File: src/rtl/canny_accel_udiv_seq_27ns_11ns_16_pkg.sv
`default_nettype none
// ============================================================================
//  Package : canny_accel_div_pkg
//  Purpose : Shared widths and FSM state encoding for the canny_accel
//            sequential unsigned divider (27-bit / 11-bit -> 16q + 11r).
//  Contents: QUOT_W, DIVISOR_W, DIVIDEND_W, state_t
//  Revision: 1.0 - initial release
// ============================================================================
package canny_accel_div_pkg;

  localparam int QUOT_W     = 16;
  localparam int DIVISOR_W  = 11;
  localparam int DIVIDEND_W = 27;

  typedef enum logic [1:0] {
    IDLE  = 2'd0,
    CHECK = 2'd1,
    CALC  = 2'd2,
    DONE  = 2'd3
  } state_t;

endpackage : canny_accel_div_pkg
`default_nettype wire

File: src/rtl/canny_accel_udiv_seq_27ns_11ns_16_if.sv
`default_nettype none
// ============================================================================
//  Interface : canny_accel_udiv_seq_27ns_11ns_16_if
//  Purpose   : Operand and result handshake bundle of the sequential divider.
//  Signals   : in_valid/in_ready/dividend/divisor   - operation request
//              out_valid/out_ready/quotient/remainder/div0/ovf - result
//  Modports  : master - upstream/downstream side (drives requests, accepts results)
//              slave  - divider side
//  Revision  : 1.0 - initial release
// ============================================================================
interface canny_accel_udiv_seq_27ns_11ns_16_if;
  import canny_accel_div_pkg::*;

  logic                  in_valid;
  logic                  in_ready;
  logic [DIVIDEND_W-1:0] dividend;
  logic [DIVISOR_W-1:0]  divisor;
  logic                  out_valid;
  logic                  out_ready;
  logic [QUOT_W-1:0]     quotient;
  logic [DIVISOR_W-1:0]  remainder;
  logic                  div0;
  logic                  ovf;

  modport master (
    output in_valid, dividend, divisor, out_ready,
    input  in_ready, out_valid, quotient, remainder, div0, ovf
  );

  modport slave (
    input  in_valid, dividend, divisor, out_ready,
    output in_ready, out_valid, quotient, remainder, div0, ovf
  );

endinterface : canny_accel_udiv_seq_27ns_11ns_16_if
`default_nettype wire

File: src/rtl/canny_accel_udiv_seq_27ns_11ns_16_step.sv
`default_nettype none
// ============================================================================
//  Module  : canny_accel_udiv_step
//  Purpose : One combinational restoring-division iteration.
//  Ports   : prem_i    - partial remainder (always < divisor_i)
//            dbit_i    - next dividend bit, MSB first
//            divisor_i - divisor
//            prem_o    - updated partial remainder
//            qbit_o    - quotient bit produced by this iteration
//  Revision: 1.0 - initial release
// ============================================================================
module canny_accel_udiv_step #(
  parameter int DIVISOR_W = canny_accel_div_pkg::DIVISOR_W
) (
  input  logic [DIVISOR_W-1:0] prem_i,
  input  logic                 dbit_i,
  input  logic [DIVISOR_W-1:0] divisor_i,
  output logic [DIVISOR_W-1:0] prem_o,
  output logic                 qbit_o
);

  logic [DIVISOR_W:0]   w_shift;
  logic [DIVISOR_W+1:0] w_trial;
  logic [DIVISOR_W:0]   w_sel;
  logic                 w_unused_msb;

  always_comb begin
    w_shift = {prem_i, dbit_i};
    // One extra bit above the trial width acts as the borrow/sign flag.
    w_trial = {1'b0, w_shift} - {2'b00, divisor_i};
    qbit_o  = ~w_trial[DIVISOR_W+1];
    w_sel   = qbit_o ? w_trial[DIVISOR_W:0] : w_shift;
    // Because prem_i < divisor_i the kept value is always < divisor_i,
    // so its top bit is zero and the remainder fits in DIVISOR_W bits.
    prem_o       = w_sel[DIVISOR_W-1:0];
    w_unused_msb = w_sel[DIVISOR_W];
  end

endmodule : canny_accel_udiv_step
`default_nettype wire

File: src/rtl/canny_accel_udiv_seq_27ns_11ns_16.sv
`default_nettype none
// ============================================================================
//  Module  : canny_accel_udiv_seq_27ns_11ns_16
//  Purpose : Sequential unsigned radix-2 restoring divider, one quotient bit
//            per enabled cycle. 27-bit dividend / 11-bit divisor gives a
//            16-bit quotient and 11-bit remainder, with div0/ovf saturation.
//  Ports   : clk     - clock, rising edge
//            reset_n - asynchronous active-low reset
//            ce      - clock enable; 0 freezes all state and outputs
//            bus     - slave side of the request/result handshake bundle
//  Revision: 1.0 - initial release
// ============================================================================
module canny_accel_udiv_seq_27ns_11ns_16 #(
  parameter int QUOT_W     = canny_accel_div_pkg::QUOT_W,
  parameter int DIVISOR_W  = canny_accel_div_pkg::DIVISOR_W,
  parameter int DIVIDEND_W = canny_accel_div_pkg::DIVIDEND_W
) (
  input  logic                                 clk,
  input  logic                                 reset_n,
  input  logic                                 ce,
  canny_accel_udiv_seq_27ns_11ns_16_if.slave   bus
);
  import canny_accel_div_pkg::*;

  localparam int CNT_W = $clog2(QUOT_W);

  generate
    if (DIVIDEND_W != QUOT_W + DIVISOR_W) begin : g_width_check
      $error("DIVIDEND_W must equal QUOT_W + DIVISOR_W");
    end
  endgenerate

  state_t               state_q, state_d;
  logic [CNT_W-1:0]     count_q;
  logic [DIVISOR_W-1:0] dvd_hi_q;   // upper dividend bits, checked for overflow
  logic [QUOT_W-1:0]    dvd_lo_q;   // lower dividend bits; quotient bits shift in at LSB
  logic [DIVISOR_W-1:0] divisor_q;
  logic [DIVISOR_W-1:0] prem_q;
  logic [QUOT_W-1:0]    quot_q;
  logic [DIVISOR_W-1:0] rem_q;
  logic                 div0_q;
  logic                 ovf_q;

  logic [DIVISOR_W-1:0] w_prem_next;
  logic                 w_qbit;
  logic                 w_last;
  logic [QUOT_W-1:0]    w_quot_next;

  canny_accel_udiv_step #(
    .DIVISOR_W (DIVISOR_W)
  ) u_step (
    .prem_i    (prem_q),
    .dbit_i    (dvd_lo_q[QUOT_W-1]),
    .divisor_i (divisor_q),
    .prem_o    (w_prem_next),
    .qbit_o    (w_qbit)
  );

  assign w_last      = (count_q == CNT_W'(QUOT_W - 1));
  assign w_quot_next = {dvd_lo_q[QUOT_W-2:0], w_qbit};

  // State register
  always_ff @(posedge clk or negedge reset_n) begin
    if (!reset_n) begin
      state_q <= IDLE;
    end else if (ce) begin
      state_q <= state_d;
    end
  end

  // Next-state logic
  always_comb begin
    state_d = state_q;
    case (state_q)
      IDLE:  if (bus.in_valid) state_d = CHECK;
      CHECK: if ((divisor_q == '0) || (dvd_hi_q >= divisor_q)) state_d = DONE;
             else                                              state_d = CALC;
      CALC:  if (w_last) state_d = DONE;
      DONE:  if (bus.out_ready) state_d = IDLE;
      default: state_d = IDLE;
    endcase
  end

  // Output logic
  always_comb begin
    bus.in_ready  = (state_q == IDLE);
    bus.out_valid = (state_q == DONE);
    bus.quotient  = quot_q;
    bus.remainder = rem_q;
    bus.div0      = div0_q;
    bus.ovf       = ovf_q;
  end

  // Datapath: operand capture, iteration, result registers
  always_ff @(posedge clk or negedge reset_n) begin
    if (!reset_n) begin
      count_q   <= '0;
      dvd_hi_q  <= '0;
      dvd_lo_q  <= '0;
      divisor_q <= '0;
      prem_q    <= '0;
      quot_q    <= '0;
      rem_q     <= '0;
      div0_q    <= 1'b0;
      ovf_q     <= 1'b0;
    end else if (ce) begin
      case (state_q)
        IDLE: begin
          if (bus.in_valid) begin
            dvd_hi_q  <= bus.dividend[DIVIDEND_W-1:QUOT_W];
            dvd_lo_q  <= bus.dividend[QUOT_W-1:0];
            divisor_q <= bus.divisor;
            div0_q    <= 1'b0;
            ovf_q     <= 1'b0;
          end
        end
        CHECK: begin
          if (divisor_q == '0) begin
            div0_q <= 1'b1;
            quot_q <= '1;
            rem_q  <= '0;
          end else if (dvd_hi_q >= divisor_q) begin
            // Upper bits >= divisor means the quotient needs > QUOT_W bits.
            ovf_q  <= 1'b1;
            quot_q <= '1;
            rem_q  <= '0;
          end else begin
            prem_q  <= dvd_hi_q;
            count_q <= '0;
          end
        end
        CALC: begin
          prem_q   <= w_prem_next;
          dvd_lo_q <= w_quot_next;
          count_q  <= count_q + CNT_W'(1);
          if (w_last) begin
            quot_q <= w_quot_next;
            rem_q  <= w_prem_next;
          end
        end
        default: ;
      endcase
    end
  end

endmodule : canny_accel_udiv_seq_27ns_11ns_16
`default_nettype wire

File: src/flat_wrapper.sv
// flat-port wrapper written by rule: the top's interface ports become plain ports
module canny_accel_udiv_seq_27ns_11ns_16_flat import canny_accel_div_pkg::*;
#(
  parameter int QUOT_W     = canny_accel_div_pkg::QUOT_W,
  parameter int DIVISOR_W  = canny_accel_div_pkg::DIVISOR_W,
  parameter int DIVIDEND_W = canny_accel_div_pkg::DIVIDEND_W
)
  (clk, reset_n, ce, bus_in_valid, bus_dividend, bus_divisor, bus_out_ready, bus_in_ready, bus_out_valid, bus_quotient, bus_remainder, bus_div0, bus_ovf);
  canny_accel_udiv_seq_27ns_11ns_16_if bus_i ();
  input  logic clk;
  input  logic reset_n;
  input  logic ce;
  input wire logic [$bits(bus_i.in_valid)-1:0] bus_in_valid;
  input wire logic [$bits(bus_i.dividend)-1:0] bus_dividend;
  input wire logic [$bits(bus_i.divisor)-1:0] bus_divisor;
  input wire logic [$bits(bus_i.out_ready)-1:0] bus_out_ready;
  output wire logic [$bits(bus_i.in_ready)-1:0] bus_in_ready;
  output wire logic [$bits(bus_i.out_valid)-1:0] bus_out_valid;
  output wire logic [$bits(bus_i.quotient)-1:0] bus_quotient;
  output wire logic [$bits(bus_i.remainder)-1:0] bus_remainder;
  output wire logic [$bits(bus_i.div0)-1:0] bus_div0;
  output wire logic [$bits(bus_i.ovf)-1:0] bus_ovf;
  assign bus_i.in_valid = bus_in_valid;
  assign bus_i.dividend = bus_dividend;
  assign bus_i.divisor = bus_divisor;
  assign bus_i.out_ready = bus_out_ready;
  assign bus_in_ready = bus_i.in_ready;
  assign bus_out_valid = bus_i.out_valid;
  assign bus_quotient = bus_i.quotient;
  assign bus_remainder = bus_i.remainder;
  assign bus_div0 = bus_i.div0;
  assign bus_ovf = bus_i.ovf;
  canny_accel_udiv_seq_27ns_11ns_16 #(.QUOT_W(QUOT_W), .DIVISOR_W(DIVISOR_W), .DIVIDEND_W(DIVIDEND_W)) u_core (.clk(clk), .reset_n(reset_n), .ce(ce), .bus(bus_i));
endmodule
File: config.mk
export PLATFORM = sky130hd
export DESIGN_NAME = canny_accel_udiv_seq_27ns_11ns_16_flat
export DESIGN_NICKNAME = d
export VERILOG_FILES = /design/src/rtl/canny_accel_udiv_seq_27ns_11ns_16_pkg.sv /design/src/rtl/canny_accel_udiv_seq_27ns_11ns_16_if.sv /design/src/rtl/canny_accel_udiv_seq_27ns_11ns_16_step.sv /design/src/rtl/canny_accel_udiv_seq_27ns_11ns_16.sv /design/src/flat_wrapper.sv
export SDC_FILE = /design/constraint.sdc
export NUM_CORES = 1
export LEC_CHECK = 0
export ABC_AREA = 1
export CAP_MARGIN = 20
export CORE_MARGIN = 8
export CORE_UTILIZATION = 50
export CTS_BUF_LIST = sky130_fd_sc_hd__clkbuf_16
export DETAILED_ROUTE_END_ITERATION = 10
export GPL_ROUTABILITY_DRIVEN = 0
export PLACE_DENSITY = 0.75
export SYNTH_ARGS = -nofsm -noshare
export SYNTH_HDL_FRONTEND = slang
export SYNTH_HIERARCHICAL = 1
export SYNTH_SLANG_ARGS = --single-unit
File: constraint.sdc
create_clock -name clk -period 6.8 [get_ports clk]
set_clock_uncertainty 0.1 [all_clocks]
set_input_delay 2.04 -clock clk [delete_from_list [all_inputs] [get_ports clk]]
set_output_delay 2.04 -clock clk [all_outputs]
set_load 0.01 [all_outputs]
# After elaboration in Yosys (flattened, before gate mapping)
# Index checks and enable logic that the tools add are counted.
# totals
regBits	84
inputBits	43
# op_classes
add_sub_neg	2
magnitude_cmp	1
n_eq_ne	12
n_mux	28
bitwise	1
n_reduce_logical	13
# ops
cell	count
2-to-1 mux 11 bit	6
2-to-1 mux 16 bit	4
one-hot mux 16 bit (2 select lines)	2
one-hot mux 11 bit (2 select lines)	2
AND reduction 4 bit	4
subtractor 12 x 11 -> 13 bit	1
greater-or-equal comparator 11 bit	1
logical NOT 11 bit	1
2-to-1 mux 4 bit	2
inequality test 2 bit, second input constant	4
one-hot mux 2 bit (4 select lines)	1
one-hot mux 4 bit (2 select lines)	1
2-to-1 mux 2 bit	3
inequality test 2 x 1 -> 1 bit, second input constant	3
AND reduction 3 bit	2
nonzero test 2 bit	3
2-to-1 mux 1 bit	5
AND reduction 5 bit	1
adder 4 x 1 -> 4 bit, second input constant	1
== test 2 bit, second input constant	2
== test 4 bit, second input constant	1
one-hot mux 1 bit (2 select lines)	2
inequality test 3 x 1 -> 1 bit, second input constant	1
== test 2 x 1 -> 1 bit, second input constant	1
3 further kinds	3

# Logic depth before layout (Yosys ltp)
# depth
ltp_word	4
ltp_mapped	15
ltp_nobuf	15

# Modules after synthesis
# The synthesis kept the hierarchy.
# by_module_without_submodules
mod	n_inst	cells_each	area_per_inst_um2
canny_accel_udiv_seq_27ns_11ns_16	1	465	4107.7
canny_accel_udiv_step	1	155	868.3

# Worst setup path after synthesis
# OpenSTA, ideal clock, no wires.
# synth_path
path_kind	input port to flip-flop
start	input bus_in_valid
end	register u_core.divisor_q[0]
arrival_time_ps	2807
required_ps	6575
setup_slack_ps	3769
stages	3
cell_sequence	nand3_1 buf_2 mux2_2
# synth_between
elab_chain_cells	1
# synth_rtl
item	line	source
start: declaration	flat_wrapper.sv:13	input wire logic [$bits(bus_i.in_valid)-1:0] bus_in_valid;
AND reduction 3 bit (no source line)	--	
end signal: assignment	canny_accel_udiv_seq_27ns_11ns_16.sv:112	divisor_q <= bus.divisor;
end: declaration	canny_accel_udiv_seq_27ns_11ns_16.sv:37	logic [DIVISOR_W-1:0] divisor_q;
# Every way passes these cells.
# A chain may end at the register's enable or synchronous reset.

# Worst setup path in the final report
# layout_path
start	register u_core.state_q[0]
end	output bus_in_ready
# layout_between
elab_chain_cells	1
# layout_rtl
item	line	source
start: declaration	canny_accel_udiv_seq_27ns_11ns_16.sv:33	state_t state_q, state_d;
start signal: assignment	canny_accel_udiv_seq_27ns_11ns_16.sv:67	state_q <= state_d;
logical NOT 2 bit	canny_accel_udiv_seq_27ns_11ns_16.sv:86	bus.in_ready = (state_q == IDLE);
end: declaration	flat_wrapper.sv:17	output wire logic [$bits(bus_i.in_ready)-1:0] bus_in_ready;
# Every way passes these cells.

==> results.json <==
{
  "cts_resized": 0,
  "synthMuxAreaShare_pct": 2.49,
  "cts_buffers": 9,
  "cts_buffer_depth": 2,
  "antenna_left": 0,
  "slew_violations": 0,
  "fin_crit_ns": 3.77,
  "cts_hold_buf": 0,
  "post-cts-setup-buffers": 0,
  "synth.area.top_cells": "dfrtp_1 (42%), nand2_1 (13%), ha_1 (6.8%), inv_1 (6.6%), nand3_1 (4.3%)",
  "grt_pass1_vias": 4220,
  "place_ws_ns": 2.65,
  "worst_slack_ns": 3.03,
  "async_reset_ff_share_pct": 100,
  "num_vias": 4239,
  "ioPinCount": 74,
  "drtIter0Drc": 303,
  "status": "complete, no violations",
  "startpoint_type": "flip-flop",
  "dominantRegCellSynth": "dfrtp_1",
  "grt_overflow": 0,
  "syn_area_um2": 4980,
  "post_dp_cell_area_um2": 5740,
  "synth_edf_count": 0,
  "clock-sinks": 84,
  "grt_pass1_wl_um": 20100,
  "synthCells": 620,
  "setup_viol": 0,
  "synth_top_cell_area_share_pct": 42.2,
  "cp_data_required_time_ns": 4.66,
  "critPathArrivalTime_ns": 1.63,
  "critPathMaxStageDelay_ns": 0.56,
  "crit_type": "flip-flop to output port",
  "cp_top_family": "buffers and inverters",
  "design_area_um2": 6060,
  "rsz0062_at_grt": "false",
  "clk-insertion-delay-late_ns": 0.34,
  "area_growth_pct": 21.8,
  "ys.warnings.count": 6,
  "ir_worst_vdd_mv": 0.299,
  "synthAdderAreaFrac_pct": 7.19,
  "cts-root-buf": "clkbuf_16",
  "worstMarginPinSlew_ns": 0.917,
  "leakagePower_uw": 0.00310,
  "fill_cells": 869,
  "dieArea_um2": 13400,
  "die_h_um": 116,
  "numPortBuffers": 73,
  "cp-end-kind": "output port",
  "fin_crit_sh_pct": 55.5,
  "post-route-util_pct": 62.3,
  "diodes": 0,
  "crit_fanout": 5,
  "clk_pin_slew_ns": 0.07,
  "syn_nets": 691,
  "synthDistinctLibCells": 37,
  "htree_num_levels": 3,
  "avgViaCountPerCell": 5.14,
  "drv_cap": 0,
  "yosysTopAreaCell": "dfrtp_1",
  "synth-xor-area-share_pct": 0.704,
  "power.density_nw_per_um2": 490,
  "ys_seq_elements": 84,
  "fin_tns_setup_ns": 0,
  "ys_seq_area_share_pct": 42.2,
  "fp.coreArea_um2": 9730,
  "synth_compound_area_share_pct": 10.6,
  "first_pass_iters": 6,
  "cpMaxStageDelayCell": "clkdlybuf4s50_1",
  "max_freq_mhz": 265,
  "start_util_pct": 51.1,
  "avgSynthCellArea_um2": 8.03,
  "cts_tree": "done",
  "yosys.area_share.simple_pct": 26.8,
  "slew_headroom_pct": 38.7,
  "row_count": 36,
  "final_hold_viol_count": 0,
  "synth_top_family_by_area": "simple AND/OR/NAND/NOR gates",
  "fin_nets": 757,
  "antenna_found_initial": 0,
  "crit_chain": "inv_1 -> ha_1 -> clkdlybuf4s50_1",
  "grtUsageTotal_pct": 18.8,
  "die_width_um": 116,
  "routedWlPerCell_um": 14.4,
  "power_uw": 2970,
  "grt_max_degree": 85,
  "hold_class": "flip-flop to flip-flop",
  "place.detailed.hpwl_um": 8420,
  "path_buf_inv": 2,
  "drive_above_1_share_pct": 10.4,
  "drc": 0,
  "wl_um": 11900
}
[where the power goes]
group          internal (uW)  total [uW]  switching (uW)
Combinational            652        1620             971
Clock                    248         454             206
Sequential               733         892             159
Total                   1630        2970            1340
[worst register-to-register path: cells and delay by family (launching register included)]
family | cells | cell delay [ns]
adders and majority gates | 1 | 0.20
DFF | 1 | 0.42
buffers and inverters | 3 | 0.69
and+or+nand+nor | 4 | 1.10
AOI/OAI and AO/OA | 1 | 0.16
[logic make-up after synthesis]
group           count (synthesis)
compound gates                 91
xor+xnor                        4
fa+ha+maj                      28
buf+inv                       115
flops                          84
mux                            11
simple gates                  287
[sequential cells by signal, summed over array words and instances (netlist names), 2 cells and up]
signal,count
u_core/bus.remainder,11
u_core/prem_q,11
u_core/dvd_lo_q,16
u_core/bus.quotient,16
u_core/state_q,2
u_core/divisor_q,11
u_core/dvd_hi_q,11
u_core/count_q,4
[worst paths after layout]
path,startpoint,cells after the start,slack [ns],end
max,u_core/state_q[0],3,3.03,bus_in_ready
min,u_core/bus.remainder[5],2,0.37,u_core/bus.remainder[5]
max reg2reg,u_core/state_q[0],9,4.03,u_core/bus.remainder[0]
min reg2reg,u_core/bus.remainder[5],2,0.37,u_core/bus.remainder[5]
max in group asynchronous,reset_n,2,4.44,u_core/prem_q[0]
min in group asynchronous,reset_n,1,1.56,u_core/dvd_hi_q[9]
[area by class of cell]
class | count | area (um2) | share of cell area [%]
clock inverters | 7 | 50.0 | 0.826
multi-input cells | 421 | 2380 | 39.3
flip-flops and latches | 84 | 2100 | 34.7
repair buffers | 77 | 786 | 13.0
well taps | 133 | 166 | 2.75
inverters | 93 | 349 | 5.76
clock buffers | 9 | 225 | 3.72
[cells in the mapped netlist (3+ instances only)]
cell / number
nand2_1: 169
nand3_1: 43
a21oi_1: 32
buf_4: 4
o211ai_1: 16
nand3b_1: 5
dfrtp_1: 84
ha_1: 27
mux2_2: 11
buf_2: 8
clkbuf_1: 6
nand3_2: 7
xor2_1: 3
or2_2: 3
nand4_1: 8
nand2_2: 16
o21ai_0: 26
inv_1: 88
nor2_1: 29
inv_2: 4
o21ai_1: 13
[cell usage in the layout (no fill, tap or decap), drive strengths merged, types with 2 or more instances in the layout]
| cell | n |
|---|---|
| nand2 | 186 |
| inv | 94 |
| dfrtp | 84 |
| clkdlybuf4s50 | 72 |
| nand3 | 52 |
| o21ai | 39 |
| a21oi | 34 |
| nor2 | 30 |
| ha | 27 |
| o211ai | 16 |
| mux2 | 11 |
| clkbuf | 9 |
| nand4 | 8 |
| nand3b | 5 |
| buf | 5 |
| or2 | 4 |
| clkinvlp | 3 |
| xor2 | 3 |
| clkinv | 3 |
| nor3 | 2 |
[metrics by stage]
| stage | std cells | hold slack (ns) |
|---|---|---|
| floorplan | 620 | 0.381 |
| global placement | 806 | 0.357 |
| detailed placement | 806 | 0.358 |
| CTS | 822 | 0.375 |
| global route | 824 | 0.399 |
| finish | 824 | 0.373 |
[routing by layer]
layer / GRT usage, % / part of all wire, % / vias to the layer above
met1: 24.3 / 45 / 1974
met2: 30.0 / 47 / 125
met4: 7.69 / 1.6 / 0
li1: - / - / 2127
met5: 0 / 0 / -
met3: 4.06 / 6.4 / 13
(Power assumes the default switching activity.)
